--- config.mk ---
export PLATFORM = sky130hd
export DESIGN_NAME = blob_tracker_flat
export DESIGN_NICKNAME = d
export VERILOG_FILES = /design/src/rtl/blob_tracker_if.sv /design/src/rtl/blob_tracker.sv /design/src/flat_wrapper.sv
export SDC_FILE = /design/constraint.sdc
export NUM_CORES = 1
export LEC_CHECK = 0
export CAP_MARGIN = 20
export CORE_ASPECT_RATIO = 1.4
export CORE_UTILIZATION = 59
export CTS_CLUSTER_SIZE = 20
export DETAILED_ROUTE_END_ITERATION = 10
export GPL_ROUTABILITY_DRIVEN = 0
export PLACE_DENSITY_LB_ADDON = 0.3
export SYNTH_ARGS = -nofsm -noshare
export SYNTH_HDL_FRONTEND = slang
export SYNTH_SLANG_ARGS = --single-unit
--- constraint.sdc ---
create_clock -name clock -period 8.6 [get_ports clock]
set_input_delay 2.58 -clock clock [delete_from_list [all_inputs] [get_ports clock]]
set_output_delay 2.58 -clock clock [all_outputs]
set_load 0.005 [all_outputs]
--- src/rtl/blob_tracker_if.sv ---
// Target request channel into the blob tracker.
// A target transfers on a rising clock edge where target_valid and target_ready are both high;
// target_x/target_y must be stable while target_valid is high, and ready does not depend on valid.
interface blob_tracker_if;
    logic signed [11:0] target_x;
    logic signed [11:0] target_y;
    logic               target_valid;
    logic               target_ready;

    modport master (
        output target_x,
        output target_y,
        output target_valid,
        input  target_ready
    );

    modport slave (
        input  target_x,
        input  target_y,
        input  target_valid,
        output target_ready
    );
endinterface

--- src/rtl/blob_tracker.sv ---
// Moves a blob centre toward a clamped target by at most STEP pixels per axis per frame,
// updating only right after a vsync falling edge so the blob never moves mid-frame.
module blob_tracker #(
    parameter int SCREEN_W = 1024,
    parameter int SCREEN_H = 768,
    parameter int HALF_W   = 32,
    parameter int HALF_H   = 32,
    parameter int STEP     = 4,
    parameter int INIT_X   = 512,
    parameter int INIT_Y   = 384
) (
    input  logic               clock,
    input  logic               reset,
    input  logic               vsync,
    blob_tracker_if.slave      tgt,
    output logic signed [11:0] x,
    output logic signed [11:0] y,
    output logic               moving,
    output logic               arrived,
    output logic               state_o
);

    typedef enum logic {IDLE = 1'b0, MOVING = 1'b1} state_t;

    localparam logic signed [12:0] X_LO   = 13'(HALF_W);
    localparam logic signed [12:0] X_HI   = 13'(SCREEN_W - 1 - HALF_W);
    localparam logic signed [12:0] Y_LO   = 13'(HALF_H);
    localparam logic signed [12:0] Y_HI   = 13'(SCREEN_H - 1 - HALF_H);
    localparam logic signed [12:0] STEP13 = 13'(STEP);
    localparam logic signed [11:0] STEP12 = 12'(STEP);
    localparam logic signed [11:0] INIT_X12 = 12'(INIT_X);
    localparam logic signed [11:0] INIT_Y12 = 12'(INIT_Y);

    state_t             state_q, state_d;
    logic signed [11:0] x_q, x_d, y_q, y_d;
    logic signed [11:0] tgt_x_q, tgt_x_d, tgt_y_q, tgt_y_d;
    logic               moving_q, moving_d;
    logic               arrived_q, arrived_d;
    logic               vsync_q;
    logic               ready_q;

    logic               frame_tick;
    logic               capture;
    logic signed [11:0] clamp_x, clamp_y;
    logic signed [11:0] step_x, step_y;

    function automatic logic signed [11:0] clamp(
        input logic signed [11:0] v,
        input logic signed [12:0] lo,
        input logic signed [12:0] hi
    );
        logic signed [12:0] w;
        w = {v[11], v};
        if (w < lo)      return lo[11:0];
        else if (w > hi) return hi[11:0];
        else             return v;
    endfunction

    // 13-bit difference so the full 12-bit signed range cannot overflow.
    function automatic logic signed [11:0] step_toward(
        input logic signed [11:0] cur,
        input logic signed [11:0] dst
    );
        logic signed [12:0] diff;
        diff = {dst[11], dst} - {cur[11], cur};
        if (diff <= STEP13 && diff >= -STEP13) return dst;
        else if (diff > 13'sd0)                return cur + STEP12;
        else                                   return cur - STEP12;
    endfunction

    // ready_q is low for the first edge after reset, which also blocks a tick
    // when vsync was already low at release.
    assign frame_tick = vsync_q & ~vsync & ready_q;
    assign capture    = tgt.target_valid & ready_q;
    assign clamp_x    = clamp(tgt.target_x, X_LO, X_HI);
    assign clamp_y    = clamp(tgt.target_y, Y_LO, Y_HI);
    assign step_x     = step_toward(x_q, tgt_x_q);
    assign step_y     = step_toward(y_q, tgt_y_q);

    always_comb begin
        state_d   = state_q;
        x_d       = x_q;
        y_d       = y_q;
        tgt_x_d   = tgt_x_q;
        tgt_y_d   = tgt_y_q;
        arrived_d = 1'b0;

        if (state_q == MOVING && frame_tick) begin
            x_d = step_x;
            y_d = step_y;
            if (step_x == tgt_x_q && step_y == tgt_y_q) begin
                state_d   = IDLE;
                arrived_d = 1'b1;
            end
        end

        // A capture is judged against the post-step position, so a coincident
        // tick finishes the old move before the new target applies.
        if (capture) begin
            tgt_x_d = clamp_x;
            tgt_y_d = clamp_y;
            if (clamp_x != x_d || clamp_y != y_d) begin
                state_d   = MOVING;
                arrived_d = 1'b0;
            end else begin
                state_d   = IDLE;
                arrived_d = 1'b1;
            end
        end

        moving_d = (state_d == MOVING);
    end

    always_ff @(posedge clock or posedge reset) begin
        if (reset) begin
            state_q   <= IDLE;
            x_q       <= INIT_X12;
            y_q       <= INIT_Y12;
            tgt_x_q   <= INIT_X12;
            tgt_y_q   <= INIT_Y12;
            moving_q  <= 1'b0;
            arrived_q <= 1'b0;
            vsync_q   <= 1'b1;
            ready_q   <= 1'b0;
        end else begin
            state_q   <= state_d;
            x_q       <= x_d;
            y_q       <= y_d;
            tgt_x_q   <= tgt_x_d;
            tgt_y_q   <= tgt_y_d;
            moving_q  <= moving_d;
            arrived_q <= arrived_d;
            vsync_q   <= vsync;
            ready_q   <= 1'b1;
        end
    end

    assign x                = x_q;
    assign y                = y_q;
    assign moving           = moving_q;
    assign arrived          = arrived_q;
    assign state_o          = (state_q == MOVING);
    assign tgt.target_ready = ready_q;

endmodule

--- src/flat_wrapper.sv ---
// flat-port wrapper written by rule: the top's interface ports become plain ports
module blob_tracker_flat 
#(
    parameter int SCREEN_W = 1024,
    parameter int SCREEN_H = 768,
    parameter int HALF_W   = 32,
    parameter int HALF_H   = 32,
    parameter int STEP     = 4,
    parameter int INIT_X   = 512,
    parameter int INIT_Y   = 384
)
  (clock, reset, vsync, x, y, moving, arrived, state_o, tgt_target_x, tgt_target_y, tgt_target_valid, tgt_target_ready);
  blob_tracker_if tgt_i ();
  input  logic clock;
  input  logic reset;
  input  logic vsync;
  output logic signed [11:0] x;
  output logic signed [11:0] y;
  output logic moving;
  output logic arrived;
  output logic state_o;
  input wire logic [$bits(tgt_i.target_x)-1:0] tgt_target_x;
  input wire logic [$bits(tgt_i.target_y)-1:0] tgt_target_y;
  input wire logic [$bits(tgt_i.target_valid)-1:0] tgt_target_valid;
  output wire logic [$bits(tgt_i.target_ready)-1:0] tgt_target_ready;
  assign tgt_i.target_x = tgt_target_x;
  assign tgt_i.target_y = tgt_target_y;
  assign tgt_i.target_valid = tgt_target_valid;
  assign tgt_target_ready = tgt_i.target_ready;
  blob_tracker #(.SCREEN_W(SCREEN_W), .SCREEN_H(SCREEN_H), .HALF_W(HALF_W), .HALF_H(HALF_H), .STEP(STEP), .INIT_X(INIT_X), .INIT_Y(INIT_Y)) u_core (.clock(clock), .reset(reset), .vsync(vsync), .tgt(tgt_i), .x(x), .y(y), .moving(moving), .arrived(arrived), .state_o(state_o));
endmodule
# ---- Yosys cells after proc, flatten, opt, wreduce, memory -nomap -nowiden
# Index checks and enable logic that the tools add are counted.
dict set report op_classes {
  n_addsub 6
  order_cmp 10
  n_eq_ne 4
  muxes 18
  bitwise 4
  n_reduce_logical 8
}
# op count
set ops {}
lappend ops {{$mux W12} 10}
lappend ops {{$ge A13 B3 Y1 const B} 2}
lappend ops {{$gt A13 B1 Y1 const B} 2}
lappend ops {{$le A13 B4 Y1 const B} 2}
lappend ops {{$sub A12 B12 Y13} 2}
lappend ops {{$add A12 B4 Y12 const B} 2}
lappend ops {{$eq A12 B12 Y1} 2}
lappend ops {{$gt A12 B11 Y1 const B} 2}
lappend ops {{$lt A12 B7 Y1 const B} 2}
lappend ops {{$ne A12 B12 Y1} 2}
lappend ops {{$sub A12 B4 Y12 const B} 2}
lappend ops {{$mux W1} 8}
lappend ops {{$logic_and A1 B1 Y1} 4}
lappend ops {{$reduce_bool A2 Y1} 2}
lappend ops {{$and A1 B1 Y1} 3}
lappend ops {{$reduce_and A2 Y1} 1}
lappend ops {{$logic_or A1 B1 Y1} 1}
lappend ops {{$not A1 Y1} 1}
dict set report word_totals {
  reg_bits 52
  inputBits 28
  output_inout_bits 28
  elab_cells 58
}

# ---- Logic depth before layout (Yosys ltp)
# Gate-level depths: netlist of run 1.
dict set report logic_depth {
  depth_word 9
  depth_mapped 25
  depth_no_buf 25
}

# ---- Worst setup path before layout of run 1
# No wires, ideal clock.
dict set report synth_timing {
  path_type {reg-to-reg}
  startpoint {register u_core.x_q[2] (netlist: u_core.x[2])}
  endpoint {register u_core.arrived_q (netlist: u_core.arrived)}
  setup_time_ns 0.078
  arrival_time_ns 6.614
  required_ns 8.522
  path_slack_ns 1.908
  stages_incl_launch_ff 24
  path_buffers 1
  period_less_slack_ns 6.692
  path_cell_list {dfrtp_1 clkbuf_1 inv_1 ha_1 nor2b_1 o2111ai_1 and4_1 nor3_1 or4_1 o41ai_1 ha_1 nor2b_1 o31a_1 a21oi_1 xnor2_1 a221o_1 o21ai_0 o311ai_0 mux2_2 a2111oi_0 nand4b_1 or4_1 nor4b_2 o21bai_1}
}
dict set report synth_via {
  elab_chain_len 9
  word_cells_on_any_way 18
  cone_classes {3 x add/sub; 3 x order compare; 2 x eq/ne; 7 x mux; 3 x reduce/logical}
}
# item line_no
set synth_lines {}
lappend synth_lines {{start: declaration} blob_tracker.sv:35} ;# logic signed [11:0] x_q, x_d, y_q, y_d;
lappend synth_lines {{start signal: assignment} blob_tracker.sv:117} ;# x_q <= INIT_X12;
lappend synth_lines {{start signal: assignment} blob_tracker.sv:127} ;# x_q <= x_d;
lappend synth_lines {{$sub A12 B12 Y13} blob_tracker.sv:65} ;# diff = {dst[11], dst} - {cur[11], cur};
lappend synth_lines {{$gt A13 B1 Y1, or another cell as far along} blob_tracker.sv:67} ;# else if (diff > 13'sd0) return cur + STEP12;
lappend synth_lines {{$mux W12 or $logic_and A1 B1 Y1 (tied branches)} {blob_tracker.sv:67, blob_tracker.sv:66}}
lappend synth_lines {{$mux W12} blob_tracker.sv:66} ;# if (diff <= STEP13 && diff >= -STEP13) return dst;
lappend synth_lines {{$eq A12 B12 Y1 or $mux W12 (tied branches)} {blob_tracker.sv:91, blob_tracker.sv:88}}
lappend synth_lines {{$logic_and A1 B1 Y1 or $ne A12 B12 Y1 (tied branches)} {blob_tracker.sv:91, blob_tracker.sv:102}}
lappend synth_lines {{$mux W1 or $logic_or A1 B1 Y1 (tied branches)} {blob_tracker.sv:91, blob_tracker.sv:102}}
lappend synth_lines {{$mux W1, on equally long branches} {blob_tracker.sv:88, blob_tracker.sv:102}}
lappend synth_lines {{$mux W1 *} blob_tracker.sv:99} ;# if (capture) begin
lappend synth_lines {{via u_core.arrived_d} blob_tracker.sv:38} ;# logic arrived_q, arrived_d;
lappend synth_lines {{end signal: assignment} blob_tracker.sv:132} ;# arrived_q <= arrived_d;
lappend synth_lines {{end: declaration} blob_tracker.sv:38}
# Mark *: on every way through the listed nets, which the timed path passes. The rest lies on a longest branch.
# A chain may end at the register's enable or synchronous reset.

# ---- Final worst setup path of run 1
dict set report layout_timing {
  startpoint {input port tgt_target_y[6]}
  endpoint {register u_core.arrived_q (netlist: u_core.arrived)}
}
dict set report layout_via {
  elab_chain_len 7
  word_cells_on_any_way 8
  cone_classes {2 x order compare; 1 x eq/ne; 4 x mux; 1 x reduce/logical}
}
# item line_no
set layout_lines {}
lappend layout_lines {{start: declaration} flat_wrapper.sv:23} ;# input wire logic [$bits(tgt_i.target_y)-1:0] tgt_target_y;
lappend layout_lines {{$gt A12 B11 Y1} blob_tracker.sv:55} ;# else if (w > hi) return hi[11:0];
lappend layout_lines {{$mux W12} blob_tracker.sv:55}
lappend layout_lines {{$mux W12 *} blob_tracker.sv:54} ;# if (w < lo) return lo[11:0];
lappend layout_lines {{$ne A12 B12 Y1 *} blob_tracker.sv:102} ;# if (clamp_x != x_d || clamp_y != y_d) begin
lappend layout_lines {{$logic_or A1 B1 Y1 *} blob_tracker.sv:102}
lappend layout_lines {{$mux W1 *} blob_tracker.sv:102}
lappend layout_lines {{$mux W1 *} blob_tracker.sv:99}
lappend layout_lines {{via u_core.arrived_d} blob_tracker.sv:38}
# Marked as above.

==> results of run 1 <==
area by class of cell:
| cell class | instances | area [sq um] |
|---|---|---|
| inverters | 48 | 180 |
| well taps | 110 | 138 |
| repair buffers | 60 | 588 |
| fillers | 774 | 2920 |
| clock buffers | 5 | 125 |
| multi-input cells | 598 | 4170 |
| flip-flops and latches | 52 | 1310 |
| clock inverters | 3 | 25.0 |
kinds of logic after synthesis:
| group | after synthesis |
|---|---|
| other | 1 |
| buffers and inverters | 70 |
| adders and majority gates | 44 |
| xor gates and xnor gates | 60 |
| and+or+nand+nor | 243 |
| AOI/OAI and AO/OA | 227 |
| DFF | 52 |
| muxes | 23 |
per-stage QoR:
step           std cells  worst slack [ps]   util  hold slack [ps]
3_3_place_gp         867              1870  0.674              515
4_1_cts              875              1600  0.690              534
6_report             876              1950  0.691              526
2_1_floorplan        720              1910      -              475
3_5_place_dp         867              1610  0.674              523
5_1_grt              876              1490  0.691              565
state kept, by name, indices dropped and copies added (netlist names):
signal and flops:
u_core.x 12, u_core.vsync_q 1, u_core.tgt.target_ready 1, u_core.tgt_x_q 12, u_core.tgt_y_q 12, u_core.state_o 1
u_core.arrived 1, u_core.y 12
cells in the mapped netlist, types with 7 or more instances:
| library cell | n |
|---|---|
| xor2_1 | 27 |
| o21a_1 | 9 |
| nor2_1 | 48 |
| inv_1 | 48 |
| dfstp_2 | 7 |
| clkbuf_1 | 18 |
| a211oi_1 | 7 |
| dfrtp_1 | 45 |
| o21bai_1 | 8 |
| or2_2 | 7 |
| nor4_1 | 8 |
| a21oi_1 | 39 |
| o21ai_0 | 62 |
| xnor2_1 | 33 |
| a31oi_1 | 9 |
| nor2b_1 | 7 |
| nand3_1 | 11 |
| mux2i_1 | 17 |
| nand2b_1 | 12 |
| a21o_1 | 14 |
| o211ai_1 | 8 |
| nand4_1 | 7 |
| or4_1 | 7 |
| ha_1 | 40 |
| nand2_1 | 65 |
| and3_1 | 14 |
| nor3_1 | 16 |
worst max-delay path, stage by stage:
cell and delay [ps]:
clkdlybuf4s50_1 630, nor4_1 110, a21oi_1 580, o21ai_0 360, a221oi_1 360, a31oi_1 130
nor3_1 270, o311ai_0 200, mux2_2 290, a2111oi_0 300, nand4b_1 150, or4_1 430
nor4b_2 330, o21bai_1 150
power groups by stage:
stage | Combinational [mW] | Clock [mW] | Sequential [mW]
2_1_floorplan | 1.29 | 0 | 0.352
3_3_place_gp | 1.63 | 0 | 0.376
3_5_place_dp | 1.70 | 0 | 0.378
4_1_cts | 1.72 | 0.214 | 0.374
5_1_grt | 1.92 | 0.222 | 0.381
6_report | 1.77 | 0.216 | 0.377
layer usage:
layer  part of all wire  track usage
met4              0.075        0.257
met3              0.078       0.0663
met5                  0            0
met2               0.50        0.666
met1               0.34        0.397
worst max-delay path by stage:
stage / start / to
floorplan: u_core.x[2] / u_core.arrived
global placement: tgt_target_x[10] / u_core.arrived
detailed placement: u_core.x[2] / u_core.arrived
CTS: u_core.x[2] / u_core.arrived
global route: u_core.x[2] / u_core.arrived
finish: tgt_target_y[6] / u_core.arrived
==> qor.yml, run 1 <==
run_status: "finished, final reports clean"
floorplan.die.height_microns: 119
finish.net_count: 837
cts.htree.levels: 2
worst_r2r_path_depth: 24
synth-edff-count: 0
remaining_drc_errors: 0
io_pins: 56
cts_tree: "yes"
grt_pass1_wl_microns: 29600
synth_top_family_by_area: "compound AO/OA/AOI/OAI gates"
standard_cell_row_count: 42
yosys.area_share.xor_xnor: 0.0915
core-area_sq_um: 9460
timing.rr.end: "u_core.arrived"
p_leak_nw: 2.85
top_flip_flop_cell_by_instance_count_after_synthesis: "dfrtp_1"
synth.net_count: 792
worstPathArrival_ps: 6880
worst-slew-pin-transition_ps: 833
slew-limit-headroom: 0.445
cts.clk_slew.worst_paths_ps: 80
layout-area-overhead-vs-synth_pct: 13.8
clockBufferDepth: 2
clock_insertion_delay_worst_skew_ps: 310
tritoncts.num_buffers: 5
leading_cell_type_in_the_layout_fill_and_taps_excluded: "nand2_1"
dieArea_sq_um: 10100
cp.required_ps: 8830
synth_top_cells_by_area: "dfrtp_1, ha_1, o21ai_0"
final_min_period_over_clock_period: 0.773
drt_iter0_markers: 537
netlist_instances: 720
vdd_ir_drop_max_v: 0.000436
worst_hold_startpoint: "u_core.x[9]"
drv_slew: 0
min-delay-path-class: "register to register"
fraction_of_post_synthesis_cell_area_in_the_top_cell_type_by_area: 0.196
clock-skew-final_ps: 9.95
post_cts_resized: 0
synthArstFlopShare: 1.00
first_global_vias: 5831
power_mw: 2.36
ys_seq_elements: 52
globalRouteOverflowTotal: 0
synth_simple_gate_area_share: 0.227
timing_worst_setup_path_type: "input port to register"
muxShareOfSynthArea: 0.0418
finalSetupTns_ps: 0
synthAdderAreaFrac: 0.101
power.switching_fraction: 0.508
synth_compound_gate_area_share: 0.263
worst_r2r_startpoint: "u_core.x[2]"
hold_bufs_inserted_after_cts: 0
report.final.hold_viol_count: 0
wl_per_cell_microns: 21.2
power.net_switching_mw: 1.20
dr_total_vias: 6106
netlist-cell-type-count: 76
holdPathStages: 2
grt_max_degree: 53
clkPwrFrac: 0.091
report.final.setup_viol: 0
layout_common_cells: "nand2_1, o21ai_0, clkdlybuf4s50_1"
p_comb_frac: 0.749
final_standard_cell_area_without_fillers_sq_um: 6540
postSynthAreaPerCell_sq_um: 7.98
firstDrtPassIters: 8
min_to: "u_core.x[9]"
cellPowerDensity_nw_per_um2: 362
regToRegSetupSlack_ps: 1960
netlist_area_sq_um: 5740
max_freq_mhz: 150
ys_warn_count: 0
die_x_microns: 85.4
route.antenna.remaining_nets: 0
total_detailed_routing_wirelength_microns: 18500
antenna_found_initial: 1
synth_area_leader_cell: "dfrtp_1"
place.detailed.hpwl_microns: 14200
gr-usage-all-layers: 0.375
end_kind: "register"
drive_above_1_share: 0.0614
diodes: 0
cts_setup_buffers: 0
internal_power_mw: 1.16
crit_path_max_fanout: 9
timing.final.crit_period_ps: 6650
sequential_fraction_of_design_power: 0.159
start_util: 0.607
place.port_buffers: 55
timing.critical_path.from_type: "input port"
synth.yosys.seq_area_share: 0.228
setup_repair_after_global_routing_missed_its_margin: "false"
number_of_vias_per_cell_after_detailed_routing: 6.97
root_buffer: "clkbuf_16"
max-cap-violations: 0
clock-sinks: 52
post_place_cell_area_sq_um: 6380
No activity file was read; power rests on OpenSTA's default activity.
==> run 2: changes to the inputs <==
--- a/config.mk
+++ b/config.mk
@@ -7,7 +7,7 @@
 export LEC_CHECK = 0
 export CAP_MARGIN = 20
 export CORE_ASPECT_RATIO = 1.4
-export CORE_UTILIZATION = 59
+export CORE_UTILIZATION = 53
 export CTS_CLUSTER_SIZE = 20
 export DETAILED_ROUTE_END_ITERATION = 10
 export GPL_ROUTABILITY_DRIVEN = 0
==> constraint.sdc (replaced) <==
create_clock -name clock -period 5.8 [get_ports clock]
set_input_delay 1.74 -clock clock [delete_from_list [all_inputs] [get_ports clock]]
set_output_delay 1.74 -clock clock [all_outputs]
set_load 0.005 [all_outputs]
==> run 2 against run 1 <==
Effect of this change:
- final cell count increased by 14%
- non-clock buffer count rose by 94
- clock skew decreased by 5.3 ps
- global-route usage is 2.1 points lower
- the flow now finishes with violations (negative setup slack)
- worst hold slack improved by 0.75 ps
- final area up 15%
- via count grew 5.6%
- clock power grew 48%
- sequential cell count is the same
- first-iteration DRC count down 14%
==> qor.yml, run 2 (synthesis gave the netlist of run 1 again) <==
top_usage_layer: "met2"
first_global_vias: 6425
core-area_sq_um: 10500
crit_path_max_fanout: 5
root_buffer: "clkbuf_16"
p_leak_nw: 3.34
clock-skew-final_ps: 4.60
cp.buffers_inverters: 1
final_standard_cell_area_without_fillers_sq_um: 7510
power_mw: 4.17
remaining_drc_errors: 0
cp.required_ps: 6020
finish.net_count: 931
cp_num_cells: 20
tritoncts.num_buffers: 5
grt_util_met2: 0.641
leading_cell_type_in_the_layout_fill_and_taps_excluded: "buf_4"
register_area_sq_um: 1310
vdd_ir_drop_max_v: 0.000500
antenna_found_initial: 0
drv_slew: 0
final_min_period_over_clock_period: 1.03
cts.clk_slew.worst_paths_ps: 70
firstDrtPassIters: 7
globalRouteOverflowTotal: 0
io_pins: 56
wl_per_cell_microns: 20.2
p_comb_frac: 0.804
cts_tree: "yes"
internal_power_mw: 2.16
grt_max_degree: 53
clkPwrFrac: 0.077
multi_input_combinational_cell_area_sq_um: 4390
max_freq_mhz: 167
timing.hold.ws_ps: 526
number_of_vias_per_cell_after_detailed_routing: 6.46
post_place_cell_area_sq_um: 7020
worst_r2r_path_depth: 20
place.port_buffers: 55
path_cells: "ha_2, fa_2, nor2b_2, o2111ai_2, a21oi_2, nor3_2, or4_4, o41ai_4, buf_6, ha_1, a211oi_1, o21bai_1, a21oi_1, xnor2_1, mux2i_1, a211oi_2, or4_4, or4_1, nor4b_2, o21bai_1"
drive_above_1_share: 0.214
worst-slew-pin-transition_ps: 804
standard_cell_row_count: 44
cpPeakStageDelay_ps: 610
holdPathStages: 2
final_critical_path_setup_slack_ps: -190
sequential_fraction_of_design_power: 0.120
max-cap-violations: 0
cellPowerDensity_nw_per_um2: 555
cp_top_family: "simple AND/OR/NAND/NOR gates"
report.final.hold_viol_count: 0
timing_worst_setup_path_type: "register to register"
power.net_switching_mw: 2.01
endpoint: "u_core.arrived"
power.switching_fraction: 0.482
clockBufferDepth: 2
place.detailed.hpwl_microns: 15300
grt_util_met3: 0.0535
end_kind: "register"
timing.final.crit_period_ps: 5990
cts.htree.levels: 2
total_detailed_routing_wirelength_microns: 20100
met1_usage: 0.352
worst_setup_path_startpoint: "u_core.x[0]"
timing.critical_path.from_type: "register"
worst_path_max_delay_cell: "or4_4"
clock-sinks: 52
layout-area-overhead-vs-synth_pct: 30.8
min-delay-path-class: "register to register"
dieArea_sq_um: 11300
diodes: 0
failed_checks: "negative setup slack"
regToRegSetupSlack_ps: -190
grt_pass1_wl_microns: 31400
dr_total_vias: 6448
preCtsSetupSlack_ps: -200
report.final.setup_viol: 2
fill_cells: 810
setup_repair_after_global_routing_missed_its_margin: "true"
start_util: 0.549
gr-usage-all-layers: 0.354
timing.rr.end: "u_core.arrived"
slew-limit-headroom: 0.458
hold_bufs_inserted_after_cts: 0
layout_common_cells: "buf_4, nand2_1, o21ai_0"
worstPathArrival_ps: 6210
die_x_microns: 90.0
route.antenna.remaining_nets: 0
floorplan.die.height_microns: 125
drt_iter0_markers: 464
finalSetupTns_ps: -350
clock_insertion_delay_worst_skew_ps: 300
worst_r2r_startpoint: "u_core.x[0]"
run_status: "finished with violations"
## run 2: layer usage
layer,vias up,share of wire
met5,-,0
met4,0,0.093
met3,143,0.058
met2,350,0.50
met1,3018,0.35
li1,2937,-
## run 2: cell type report
cell class / count / area share
Sequential cell: 52 / 0.174
Multi-Input combinational cell: 598 / 0.584
Clock buffer: 6 / 0.0185
Clock inverter: 2 / 0.00200
Inverter: 48 / 0.0240
Tap cell: 138 / 0.0230
Timing Repair Buffer: 154 / 0.174
## run 2: worst min-delay path by stage
stage                           start           endpoint  slack [ps]
detailed placement        u_core.x[9]        u_core.x[9]         510
finish                    u_core.x[9]        u_core.x[9]         530
global placement          u_core.x[9]        u_core.x[9]         500
floorplan           u_core.tgt_y_q[7]  u_core.tgt_y_q[7]         480
CTS                       u_core.x[9]        u_core.x[9]         520
global route        u_core.tgt_y_q[7]  u_core.tgt_y_q[7]         540
## run 2: through the flow
stage | util | cells
floorplan | - | 720
global placement | 0.671 | 973
detailed placement | 0.671 | 973
CTS | 0.695 | 987
global route | 0.718 | 998
finish | 0.718 | 998
## run 2: power by group through the flow
stage          logic [mW]  registers [mW]  clock network [mW]
2_1_floorplan        1.95           0.523                   0
3_3_place_gp         2.76           0.498                   0
3_5_place_dp         2.86           0.500                   0
4_1_cts              2.98           0.495               0.320
5_1_grt              3.59           0.506               0.336
6_report             3.35           0.498               0.320
## run 2: repair_timing
action                                  4_1_cts  5_1_grt
setup buffers                                 6       11
pin swaps                                     9       17
gates resized for setup                      14       41
cloned                                        0        0
endpoints found under the setup margin        2        2
## run 2: worst register-to-register path: stages, from the launching register on
cell	delay, ps
dfrtp_1	390
ha_2	200
fa_2	370
nor2b_2	170
o2111ai_2	170
a21oi_2	180
nor3_2	60
or4_4	540
o41ai_4	450
buf_6	180
ha_1	240
a211oi_1	220
o21bai_1	170
a21oi_1	240
xnor2_1	160
mux2i_1	300
a211oi_2	220
or4_4	610
or4_1	550
nor4b_2	330
o21bai_1	150
